===== src/rtl/rtc_arbiter.sv =====
// rtc_arbiter
// Two-requester round-robin arbiter in front of a single DS1302 RTC engine.
// A granted request is latched (command + write data), issued to the engine
// with a one-cycle rtc_ena pulse, and completed with a one-cycle ackN pulse
// carrying the engine's read data.
//
// Optional feature: define RTC_ARB_TIMEOUT_EN to abandon a transaction after
// TIMEOUT_CYCLES cycles in WAIT. The requester then gets rN = 8'hFF and
// timeout_err is set. Without the macro, WAIT has no time limit and
// timeout_err is tied low.
//
// Ports
//   clk               rising-edge system clock
//   clrn              synchronous active-low reset
//   req0/req1         transaction requests (held until ack)
//   addr0/addr1       DS1302 command/address byte per requester
//   w0/w1             write data per requester
//   ack0/ack1         one-cycle completion pulse per requester
//   r0/r1             read data, held until the next ack to that requester
//   rtc_addr/rtc_w    command and data driven to the engine
//   rtc_ena           one-cycle start pulse to the engine
//   rtc_r             engine read data
//   rtc_done          one-cycle completion pulse from the engine
//   busy              high whenever the arbiter is not IDLE
//   owner             current or last granted requester
//   timeout_err       sticky timeout flag
module rtc_arbiter #(
    parameter int TIMEOUT_CYCLES = 4096
) (
    input  logic       clk,
    input  logic       clrn,
    input  logic       req0,
    input  logic       req1,
    input  logic [7:0] addr0,
    input  logic [7:0] addr1,
    input  logic [7:0] w0,
    input  logic [7:0] w1,
    output logic       ack0,
    output logic       ack1,
    output logic [7:0] r0,
    output logic [7:0] r1,
    output logic [7:0] rtc_addr,
    output logic [7:0] rtc_w,
    output logic       rtc_ena,
    input  logic [7:0] rtc_r,
    input  logic       rtc_done,
    output logic       busy,
    output logic       owner,
    output logic       timeout_err
);

    if (TIMEOUT_CYCLES < 1) begin : g_bad_cfg
        $error("rtc_arbiter: TIMEOUT_CYCLES must be at least 1");
    end

    typedef enum logic [1:0] {
        IDLE  = 2'd0,
        ISSUE = 2'd1,
        WAIT  = 2'd2,
        ACK   = 2'd3
    } state_t;

    state_t     r_state;
    state_t     w_next;
    logic       r_owner;
    logic [7:0] r_addr;
    logic [7:0] r_w;
    logic [7:0] r_r0;
    logic [7:0] r_r1;
    logic       w_any;
    logic       w_gnt;
    logic       w_to;
    logic       w_fin;
    logic [7:0] w_rdata;

    // On a tie the requester that did not own the last grant wins; a lone
    // request wins regardless of history.
    assign w_any = req0 | req1;
    assign w_gnt = (req0 & req1) ? ~r_owner : req1;

    // WAIT ends either on the engine's done or on a timeout; a timeout
    // returns all-ones as read data.
    assign w_fin   = (r_state == WAIT) && (rtc_done || w_to);
    assign w_rdata = rtc_done ? rtc_r : 8'hFF;

`ifdef RTC_ARB_TIMEOUT_EN
    localparam int CW = (TIMEOUT_CYCLES < 2) ? 1 : $clog2(TIMEOUT_CYCLES);

    logic [CW-1:0] r_cnt;
    logic          r_terr;

    // r_cnt holds the number of WAIT cycles already completed, so it reads
    // TIMEOUT_CYCLES-1 during the last permitted WAIT cycle.
    assign w_to = (r_state == WAIT) && !rtc_done &&
                  (r_cnt == CW'(TIMEOUT_CYCLES - 1));

    always_ff @(posedge clk) begin
        if (!clrn) begin
            r_cnt  <= '0;
            r_terr <= 1'b0;
        end else begin
            if (r_state == WAIT) r_cnt <= r_cnt + 1'b1;
            else                 r_cnt <= '0;
            if (r_state == WAIT) begin
                if (rtc_done)  r_terr <= 1'b0;
                else if (w_to) r_terr <= 1'b1;
            end
        end
    end

    assign timeout_err = r_terr;
`else
    assign w_to        = 1'b0;
    assign timeout_err = 1'b0;
`endif

    always_ff @(posedge clk) begin
        if (!clrn) r_state <= IDLE;
        else       r_state <= w_next;
    end

    always_comb begin
        w_next = r_state;
        case (r_state)
            IDLE:    if (w_any) w_next = ISSUE;
            ISSUE:   w_next = WAIT;
            WAIT:    if (rtc_done || w_to) w_next = ACK;
            ACK:     w_next = IDLE;
            default: w_next = IDLE;
        endcase
    end

    // Grant-time capture of command/data; later changes on addrN/wN are
    // ignored until the next grant.
    always_ff @(posedge clk) begin
        if (!clrn) begin
            r_owner <= 1'b1;
            r_addr  <= 8'h00;
            r_w     <= 8'h00;
            r_r0    <= 8'h00;
            r_r1    <= 8'h00;
        end else begin
            if (r_state == IDLE && w_any) begin
                r_owner <= w_gnt;
                r_addr  <= w_gnt ? addr1 : addr0;
                r_w     <= w_gnt ? w1 : w0;
            end
            if (w_fin) begin
                if (r_owner) r_r1 <= w_rdata;
                else         r_r0 <= w_rdata;
            end
        end
    end

    assign rtc_ena  = (r_state == ISSUE);
    assign ack0     = (r_state == ACK) && !r_owner;
    assign ack1     = (r_state == ACK) && r_owner;
    assign busy     = (r_state != IDLE);
    assign owner    = r_owner;
    assign rtc_addr = r_addr;
    assign rtc_w    = r_w;
    assign r0       = r_r0;
    assign r1       = r_r1;

endmodule


===== config.mk =====
export PLATFORM = sky130hd
export DESIGN_NAME = rtc_arbiter
export DESIGN_NICKNAME = d
export VERILOG_FILES = /design/src/rtl/rtc_arbiter.sv
export SDC_FILE = /design/constraint.sdc
export NUM_CORES = 1
export LEC_CHECK = 0
export CAP_MARGIN = 20
export CORE_ASPECT_RATIO = 1.4
export CORE_MARGIN = 1.5
export CORE_UTILIZATION = 38
export DETAILED_ROUTE_END_ITERATION = 8
export GPL_ROUTABILITY_DRIVEN = 0
export HOLD_SLACK_MARGIN = 0.06
export PLACE_DENSITY = 0.82
export RECOVER_POWER = 100
export SLEW_MARGIN = 0
export SYNTH_ARGS = -nofsm -noshare
export SYNTH_HDL_FRONTEND = slang
export SYNTH_SLANG_ARGS = --single-unit

===== constraint.sdc =====
create_clock -name clk -period 1.7 [get_ports clk]
set_input_delay 0.425 -clock clk [delete_from_list [all_inputs] [get_ports clk]]
set_output_delay 0.425 -clock clk [all_outputs]
set_load 0.01 [all_outputs]

Word-level counts from Yosys, hierarchy flattened
Index checks and enable logic that the tools add are counted.

Reductions and logical operators: 10. Mux-type cells: 7. Bitwise operators: 3. Equal/unequal tests: 5.

Operators by type and width (count): two-way mux 8 bit (3); case mux 2 bit (4 select lines) (1); AND reduction 2 bit (3); equality test 2 bit (second input constant) (2); logical AND 1 bit (4); two-way mux 2 bit (2); inequality test 2 bit (second input constant) (2); equality test 2 x 1 -> 1 bit (second input constant) (1); zero test 2 bit (1); nonzero test 2 bit (1); bitwise AND 1 bit (1); zero test 1 bit (1); two-way mux 1 bit (1); inverter 1 bit (1); bitwise OR 1 bit (1).

Input port bits: 45. Logic and storage cells: 31. Register bits: 35. Output and inout port bits: 38.

Depth between registers and ports, before layout
Word-level depth: 3. Gate-level depth with buffers: 6. Depth with buffers taken out: 5.

Least setup slack after synthesis
Ideal clock, no wire load.

Path type: register to register. From: reg r_state[0]. To: reg r_state[0]. Arrival time: 1.250 ns. Path buffers: 0. Slack: 0.331 ns. Stages on the path, launching flop included: 6. Cells stage by stage: dfxtp_1 inv_1 ha_1 inv_2 o32a_1 o221a_1.

Word-level cells in the longest chain between the ends: 3. Elaborated cells on any way between the ends: 8.

RTL lines: start: declaration (RTL line 63) `state_t r_state;`; start signal: assignment (RTL line 119) `else r_state <= w_next;`; equality test 2 bit / zero test 2 bit (equally long branches) (RTL line 124) `case (r_state)`; inequality test 2 bit (no line); AND reduction 2 bit (no line).

Several ways; a longest one is shown, not always the timed one. A chain may end at the register's enable or synchronous reset.

Worst setup path in the final report
From: reg r_r1[5] (netlist: r1[5]). To: out r1[5].

RTL lines: start: declaration (RTL line 69) `logic [7:0] r_r1;`; start signal: assignment (RTL line 149) `if (r_owner) r_r1 <= w_rdata;`; end: declaration (RTL line 41) `output logic [7:0] r1,`.

No word-level cell between the ends.

==> metrics.md <==
| Metric | Value |
|---|---|
| Average cell area after synthesis | `9.21 um^2` |
| Worst vdd ir | `0.931 mV` |
| Critical Path Fanout Max | `2` |
| Crit-path max cell delay | `0.60 ns` |
| Skew-Pair Late Insertion Delay | `0.28 ns` |
| CP Capture Type | `output pin` |
| Die W | `56.6 um` |
| Fin worst setup slack | `0.0706 ns` |
| Setup Buffers After CTS | `0` |
| Initial DRC Count | `34` |
| DP Wirelength | `2.59 mm` |
| Core Footprint | `3880 um^2` |
| Reg2reg end | `rtc_w[7]$_SDFFE_PN0P_` |
| Outcome | `finished, final reports clean` |
| Crit path DAT | `1.20 ns` |
| Yosys cell types | `25` |
| CTS tree | `built` |
| Nets | `299` |
| Via density | `4.86` |
| Cell Rows | `27` |
| Fmax | `0.614 GHz` |
| Reg2Reg Setup Slack | `0.16 ns` |
| Clock skew | `0.00578 ns` |
| Largest area contributor in the netlist | `dfxtp_1` |
| Startpoint types | `register` |
| Vias in the first global route | `1,377` |
| Layout cells sized above 1 | `8.00%` |
| Fin crit share | `95.8%` |
| Initial Util | `39.4%` |
| Crit path cell chain | `dlygate4sd3_1` |
| Longest Clk Path Bufs | `2` |
| Clk sinks | `35` |
| Total number of vias | `1,424` |
| Clock buffer count from CTS | `5` |
| I/O pin count | `83` |
| CP delay by family, top | `buffers and inverters` |
| Area Growth Syn to Fin | `62.7%` |
| Congestion Overflow GR | `0` |
| Die Area | `4420 um^2` |
| Drt wl/cell | `12.0 um` |
| Synth top area share | `45.8%` |
| WL final | `3.52 mm` |
| Synth Warn # | `0` |
| Clk pin slew, worst setup/hold paths | `0.07 ns` |
| Fin. Hold Viols | `0` |
| Global-route wire length before repair | `6.04 mm` |
| Router iterations before antenna repair | `4` |
| Die height | `78.1 um` |
| Largest net degree at the start of global routing | `37` |
| Required time worst endpoint | `1.27 ns` |
| Buf/Inv on CP | `1` |
| Final core occ | `64.0%` |
| Hold path depth | `2` |
| Power Density | `1220 nW/um^2` |
| CP max-delay cell | `dlygate4sd3_1` |
| CTS root buf | `clkbuf_8` |
| Commonest non-fill, non-tap cell in the layout | `clkdlybuf4s50_1` |
| Worst Setup EP | `r1[5]` |
| P_leak | `1.07 nW` |
| Most frequent cells in the layout | `clkdlybuf4s50_1 (72), nand2_1 (34), dfxtp_1 (33)` |
| Finish-stage setup viols | `0` |
| Worst R2R Start | `r_state[0]$_SDFFE_PN0P_` |
| Pre-CTS setup slack | `-0.00783 ns` |
| HP Class | `reg -> reg` |
| # DRC | `0` |
| CP startpoint | `r1[5]$_SDFFE_PN0P_` |
| Seq/Total Area, Yosys | `45.8%` |
| Syn Inst Count | `166` |
| Post-Syn Area | `1530 um^2` |
| H-tree levels | `2` |
| Syn nets | `215` |
| Post-DRT Antenna Nets | `0` |
| Worst-case reg-to-reg path depth | `7` |
| Flops & latches, synth | `35` |
| Max-capacitance violation count | `0` |
| GRT Util Overall | `17.5%` |
| Port buffer count | `81` |
| Fin. max-slew vios | `0` |
| FILL cells | `320` |
| RSZ-0062 raised after global routing | `false` |
| Crit. path cell count | `1` |
| Initial antenna violation count | `0` |
| Antenna cell count | `0` |
| Synth area leaders | `dfxtp_1 (46%), mux2i_1 (11%), nand2_1 (8.3%)` |
| Kind of critical path | `reg -> out` |
| Minimum clock period | `1.63 ns` |
==> cell families (layout without fill, tap and decap cells) <==
kind of cell	count (synthesis)	count (layout)	share of synthesized area [%]
multiplexers	17	17	11.1
AO/OA/AOI/OAI	39	39	16.7
flip-flops	35	35	45.8
buffers and inverters	15	99	5.56
other	1	1	0.245
AND/OR/NAND/NOR	55	55	17.3
adder cells (fa/ha/maj)	4	4	3.27
==> routing by layer <==
metal / global-route usage [%] / part of all wire (%) / wire (um)
met1: 19.9 / 38 / 1350
met2: 27.8 / 48 / 1680
met3: 9.23 / 12 / 433
met4: 6.43 / 1.6 / 55
met5: 0 / 0 / 0
==> repair_timing <==
action / CTS / global route
resized for setup: 6 / 3
endpoints found under the setup margin: 4 / 3
hold buffers: 0 / 0
==> registers in the layout (all words and copies together), names as in the netlist <==
register,count
rtc_addr,8
r_state,2
r1,8
owner,1
r0,8
rtc_w,8
==> metrics by stage <==
step           cell area, um^2  cells  total power, mW  setup TNS, ns  hold WS, ns
2_1_floorplan             1530    166             1.84              0        0.468
3_3_place_gp              2430    286             2.52              0        0.487
3_5_place_dp              2430    286             2.54       -0.00783        0.504
4_1_cts                   2510    293             3.13              0        0.490
5_1_grt                   2490    293             3.25              0        0.529
6_report                  2490    293             3.04              0        0.484
==> cell usage after synthesis <==
cell / number
buf_4: 5
dfxtp_1: 35
nand2_1: 34
a21bo_4: 1
mux2i_1: 17
and3_1: 1
nor2b_1: 17
nand3_2: 1
nand3b_1: 1
clkbuf_1: 3
o221a_1: 1
o21ai_1: 1
o32a_1: 1
a21oi_1: 1
buf_2: 2
o21a_2: 1
ha_1: 4
o21ai_0: 16
inv_1: 3
inv_2: 1
conb_1: 1
a21boi_4: 1
and2_1: 1
a31oi_1: 16
buf_6: 1
==> worst register-to-register path, delay by kind of cell (launching register included) <==
kind            cells  cell delay [ns]
flops               1             0.35
fa+ha+maj           1             0.21
compound gates      3             0.39
buf+inv             3             0.46
==> power by group <==
| part | switching (mW) | leakage, nW | internal (mW) |
|---|---|---|---|
| Clock | 0.275 | 0.0470 | 0.317 |
| Combinational | 0.600 | 0.739 | 0.704 |
| Sequential | 0.114 | 0.287 | 1.03 |
==> area by class of cell <==
class                      instances  area [um^2]  area share (%)
inverter                           4         15.0           0.604
sequential                        35          703            28.3
multi-input combinational        116          743            29.9
tap                               43         53.8            2.16
timing repair buffer              88          885            35.6
clock inverter                     1         5.00           0.201
clock buffer                       6         82.6            3.32
==> how the worst min path moves through the flow <==
| stage | endpoint | start |
|---|---|---|
| floorplan | r_state[1]$_SDFFE_PN0P_ | r_state[1]$_SDFFE_PN0P_ |
| global placement | r_state[1]$_SDFFE_PN0P_ | r_state[1]$_SDFFE_PN0P_ |
| detailed placement | r_state[1]$_SDFFE_PN0P_ | r_state[1]$_SDFFE_PN0P_ |
| CTS | r_state[1]$_SDFFE_PN0P_ | r_state[1]$_SDFFE_PN0P_ |
| global route | r_state[1]$_SDFFE_PN0P_ | r_state[1]$_SDFFE_PN0P_ |
| finish | r_state[1]$_SDFFE_PN0P_ | r_state[1]$_SDFFE_PN0P_ |
No activity file was read; power rests on OpenSTA's default activity.
